### config.mk
export PLATFORM = sky130hd
export DESIGN_NAME = req_enc_seq
export DESIGN_NICKNAME = d
export VERILOG_FILES = /design/src/rtl/enc_pkg.sv /design/src/rtl/req_enc_seq_lsb_idx.sv /design/src/rtl/req_enc_seq.sv
export SDC_FILE = /design/constraint.sdc
export NUM_CORES = 1
export LEC_CHECK = 0
export BUFFER_PORTS_ARGS = -buffer_cell sky130_fd_sc_hd__buf_2
export CAP_MARGIN = 10
export CELL_PAD_IN_SITES_DETAIL_PLACEMENT = 0
export CELL_PAD_IN_SITES_GLOBAL_PLACEMENT = 1
export CORE_MARGIN = 1.5
export CORE_UTILIZATION = 30
export DETAILED_ROUTE_END_ITERATION = 12
export PLACE_DENSITY_LB_ADDON = 0.1
export SLEW_MARGIN = 40
export SYNTH_ARGS = -nofsm -noshare
export SYNTH_HDL_FRONTEND = slang
export SYNTH_SLANG_ARGS = --single-unit
export TNS_END_PERCENT = 50
### constraint.sdc
create_clock -name clk -period 2.4 [get_ports clk]
set_clock_uncertainty 0.15 [all_clocks]
set_input_delay 0.24 -clock clk [delete_from_list [all_inputs] [get_ports clk]]
set_output_delay 0.24 -clock clk [all_outputs]
set_load 0.03 [all_outputs]
### src/rtl/enc_pkg.sv
// Shared constants and state encoding for the request encoder
// and the arbiter blocks that will reuse it.
package enc_pkg;

  localparam int REQ_N = 8;
  localparam int REQ_W = $clog2(REQ_N);

  typedef enum logic {
    IDLE = 1'b0,
    EMIT = 1'b1
  } state_t;

endpackage

### src/rtl/req_enc_seq_lsb_idx.sv
// Lowest-set-bit index of a vector plus an "exactly one bit set" flag.
// The index reads 0 when the vector is empty.
module lsb_idx #(
  parameter int N = 8,
  localparam int W = $clog2(N)
) (
  input  logic [N-1:0] i_vec,
  output logic [W-1:0] o_idx,
  output logic         o_one
);

  logic [N-1:0] w_rest;

  // Scan high to low so the lowest set bit is the last one written.
  always_comb begin
    o_idx = '0;
    for (int i = N - 1; i >= 0; i--) begin
      if (i_vec[i]) o_idx = W'(i);
    end
  end

  assign w_rest = i_vec & (i_vec - N'(1));
  assign o_one  = (i_vec != '0) && (w_rest == '0);

endmodule

### src/rtl/req_enc_seq.sv
// Captures a request vector and emits the index of every set bit,
// lowest first, one per out_valid/out_ready handshake.
module req_enc_seq
  import enc_pkg::*;
#(
  parameter int N = REQ_N,
  localparam int W = $clog2(N)
) (
  input  logic         clk,
  input  logic         rst,
  input  logic         in_valid,
  input  logic [N-1:0] in_req,
  output logic         in_ready,
  output logic         out_valid,
  output logic [W-1:0] out_idx,
  output logic         out_last,
  input  logic         out_ready,
  output logic         zero_err
);

  state_t       r_state;
  logic [N-1:0] r_pending;
  logic         r_zero_err;
  logic [W-1:0] w_idx;
  logic         w_one;

  lsb_idx #(.N(N)) u_lsb (
    .i_vec (r_pending),
    .o_idx (w_idx),
    .o_one (w_one)
  );

  always_ff @(posedge clk or posedge rst) begin
    if (rst) begin
      r_state    <= IDLE;
      r_pending  <= '0;
      r_zero_err <= 1'b0;
    end else begin
      r_zero_err <= 1'b0;
      case (r_state)
        IDLE: begin
          if (in_valid) begin
            if (in_req != '0) begin
              r_pending <= in_req;
              r_state   <= EMIT;
            end else begin
              r_zero_err <= 1'b1;
            end
          end
        end
        EMIT: begin
          // Clearing the lowest set bit advances to the next index.
          if (out_ready) begin
            r_pending <= r_pending & (r_pending - N'(1));
            if (w_one) r_state <= IDLE;
          end
        end
        default: r_state <= IDLE;
      endcase
    end
  end

  assign in_ready  = (r_state == IDLE);
  assign out_valid = (r_state == EMIT);
  assign out_idx   = w_idx;
  assign out_last  = out_valid & w_one;
  assign zero_err  = r_zero_err;

endmodule

==> metrics.txt <==
Worst path slowest cell=or4_4; CTS root buf=clkbuf_4; Most used DFF post-synth=dfrtp_1; wire per inst=14.67 microns; Slew HR=0.5487; Initial Utilization=0.3239; number of synthesized flops with an enable pin=0; status=finished with violations; Hold/Removal Path Class=input pin to flip-flop; layout cell share with drive strength beyond 1=0.3299; CTS Buf Count=3; MaxCap Viol Count=0; Post-Synthesis Net Count=85; GRT Overall Usage=0.1680; DRT iter0 DRCs=17; most used cell, CP=buf_6; worst-path cell chain=or4_4 -> buf_6 -> or2_1 -> o211ai_2 -> and3_1 -> buf_6; Die ar.=2426 sq um; final net count=111; # diodes=0; initial antenna violation count=0; post-synthesis cell count=73; Crit Path Max Fanout=4; Final WS setup=-25.76 ps; DPL Wire Length=1353 microns; PortBufs=18; final setup violating endpoints=1; CP Launch Type=flip-flop; Placer Congestion=0.7395; Setup crit start=r_pending[0]; Via-to-Cell Ratio=5.395; crit path time final=2426 ps; chip height=49.26 microns; DRC=0; Area growth syn-to-layout=32.16%; synth warn=0; Distinct cells, synth=31; pwr dens=1560 nW/um^2; clock sinks=10; ANT nets after route=0; Worst Hold Depth=2; Clock Latency Late Sink=270 ps; Max stage delay on crit path=550 ps; failing checks=negative setup slack; drt first pass iters=4; Lkg Pwr=0.0004236 uW; via count=669; Max VDD drop=0.9303 mV; pre-CTS WS=164.6 ps; RSZ-0062 raised after global routing=yes; total grt overflow=0; Netlist Area Pre-Place=641.9 sq um; crit end category=output pin; RR Startpoint=r_pending[0]; final hold violation count=0; fin. max-slew vios=0; Final Power=1324 uW; first-pass GRT wire length=3015 microns; Fmax=0.4122 GHz; placed instance count=117; Critical Path AT=2040 ps; FILL cells=205; Clock transition at path regs=70 ps; Avg Inst Size Synth=8.793 sq um; die width=49.26 microns; IO Count=19; row count=16; largest net degree at the start of global routing=15; async set-reset flop share out of synthesis=1.000; number of synthesized register bits=10; Seq/Total Area, Yosys=0.3899; Reg2Reg Depth=6; fin cells=124; Hold WS=57.92 ps; H-Tree Depth=1; CTS Buffer Depth=2; fin crit share=1.011; Worst Setup Path Type=flip-flop to output pin; pin slew with the least headroom to its limit=675.6 ps; Detailed Route WL=1819 microns; setup TNS=-25.76 ps; Req. time, crit path=2010 ps; CTS tree=built; core area=1982 sq um; vias in the first global route=629; critical hold path startpoint=in_req[5]
[placed cells by master, fill, tap and decap left out, drive strengths merged]
cell,instances
a21o,3
a21oi,4
a221o,3
a22o,3
a31oi,1
a32o,2
and2,1
and3,2
buf,26
clkbuf,3
dfrtp,10
dlygate4sd3,1
inv,4
maj3,1
nand2,3
nand2b,1
nor2,6
nor2b,2
nor3,4
nor4,3
o211ai,1
o21ai,4
o21bai,1
o2bb2ai,2
o311a,1
or2,1
or3,1
or4,2
xnor2,1
[through the flow]
stage | area [sq um] | util
floorplan | 641.9 | -
global placement | 779.5 | 0.3933
detailed placement | 779.5 | 0.3933
CTS | 848.3 | 0.4280
global route | 848.3 | 0.4280
finish | 848.3 | 0.4280
[metal layers]
| layer | GRT usage | wire length (microns) | vias up |
|---|---|---|---|
| met5 | 0 | 0 | - |
| met4 | 0.1000 | 43 | 0 |
| met3 | 0.02761 | 95 | 5 |
| met2 | 0.2455 | 812 | 25 |
| met1 | 0.2300 | 868 | 312 |
| li1 | - | - | 327 |
[synthesized netlist by cell type (all sizes together), types with 3 or more instances]
cell    instances  area, sq um
a22o            3        26.28
a21o            3        22.52
nand2           3        11.26
a221o           3        30.03
dfrtp          10        250.2
nor3            4        20.02
inv             4        15.01
a21oi           4        20.02
o21ai           4        20.01
nor2            6        22.52
clkbuf          4        15.01
nor4            3        18.77
[layout make-up]
class                      instances  area (sq um)  area share
clock buffer                       3         22.52     0.02655
timing repair buffer              27         170.2      0.2006
tap                               27         33.78     0.03982
multi-input combinational         53         356.6      0.4204
sequential                        10         250.2      0.2950
inverter                           4         15.01     0.01770
[report_power, final]
group | total, uW | switching, uW | internal, uW
Combinational | 870 | 461 | 409
Clock | 121 | 63.1 | 58.1
Sequential | 332 | 105 | 227
[final timing paths]
check	endpoint	slack (ps)
worst max-delay path	out_last	-30
worst min-delay path	r_pending[5]	60
worst max register to register	r_pending[7]	240
worst min register to register	r_pending[2]	500
max in group asynchronous	r_pending[7]	1450
min in group asynchronous	out_valid	350
[critical path: cells and delay by family, from the launching register on]
kind	cells	cell delay, ps
and+or+nand+nor	3	960
DFF	1	380
buffers and inverters	2	270
AOI/OAI and AO/OA	1	160
[flip-flops by register name (all words and copies together) (netlist names)]
name / flops
out_valid: 1
r_pending: 8
zero_err: 1
[cells by family after synthesis]
| logic type | count (synthesis) | synth area share |
|---|---|---|
| flops | 10 | 0.3899 |
| simple gates | 26 | 0.2203 |
| fa+ha+maj | 1 | 0.01560 |
| buf+inv | 10 | 0.06040 |
| compound gates | 25 | 0.3002 |
| xor+xnor | 1 | 0.01365 |
[what timing repair did]
item,in CTS,in global routing
gates resized for setup,4,0
pin swaps,3,0
hold buffers,1,0
endpoints found under the hold margin,10,0
buffers inserted,3,0
endpoints found under the setup margin,1,1
(Power assumes the default switching activity.)
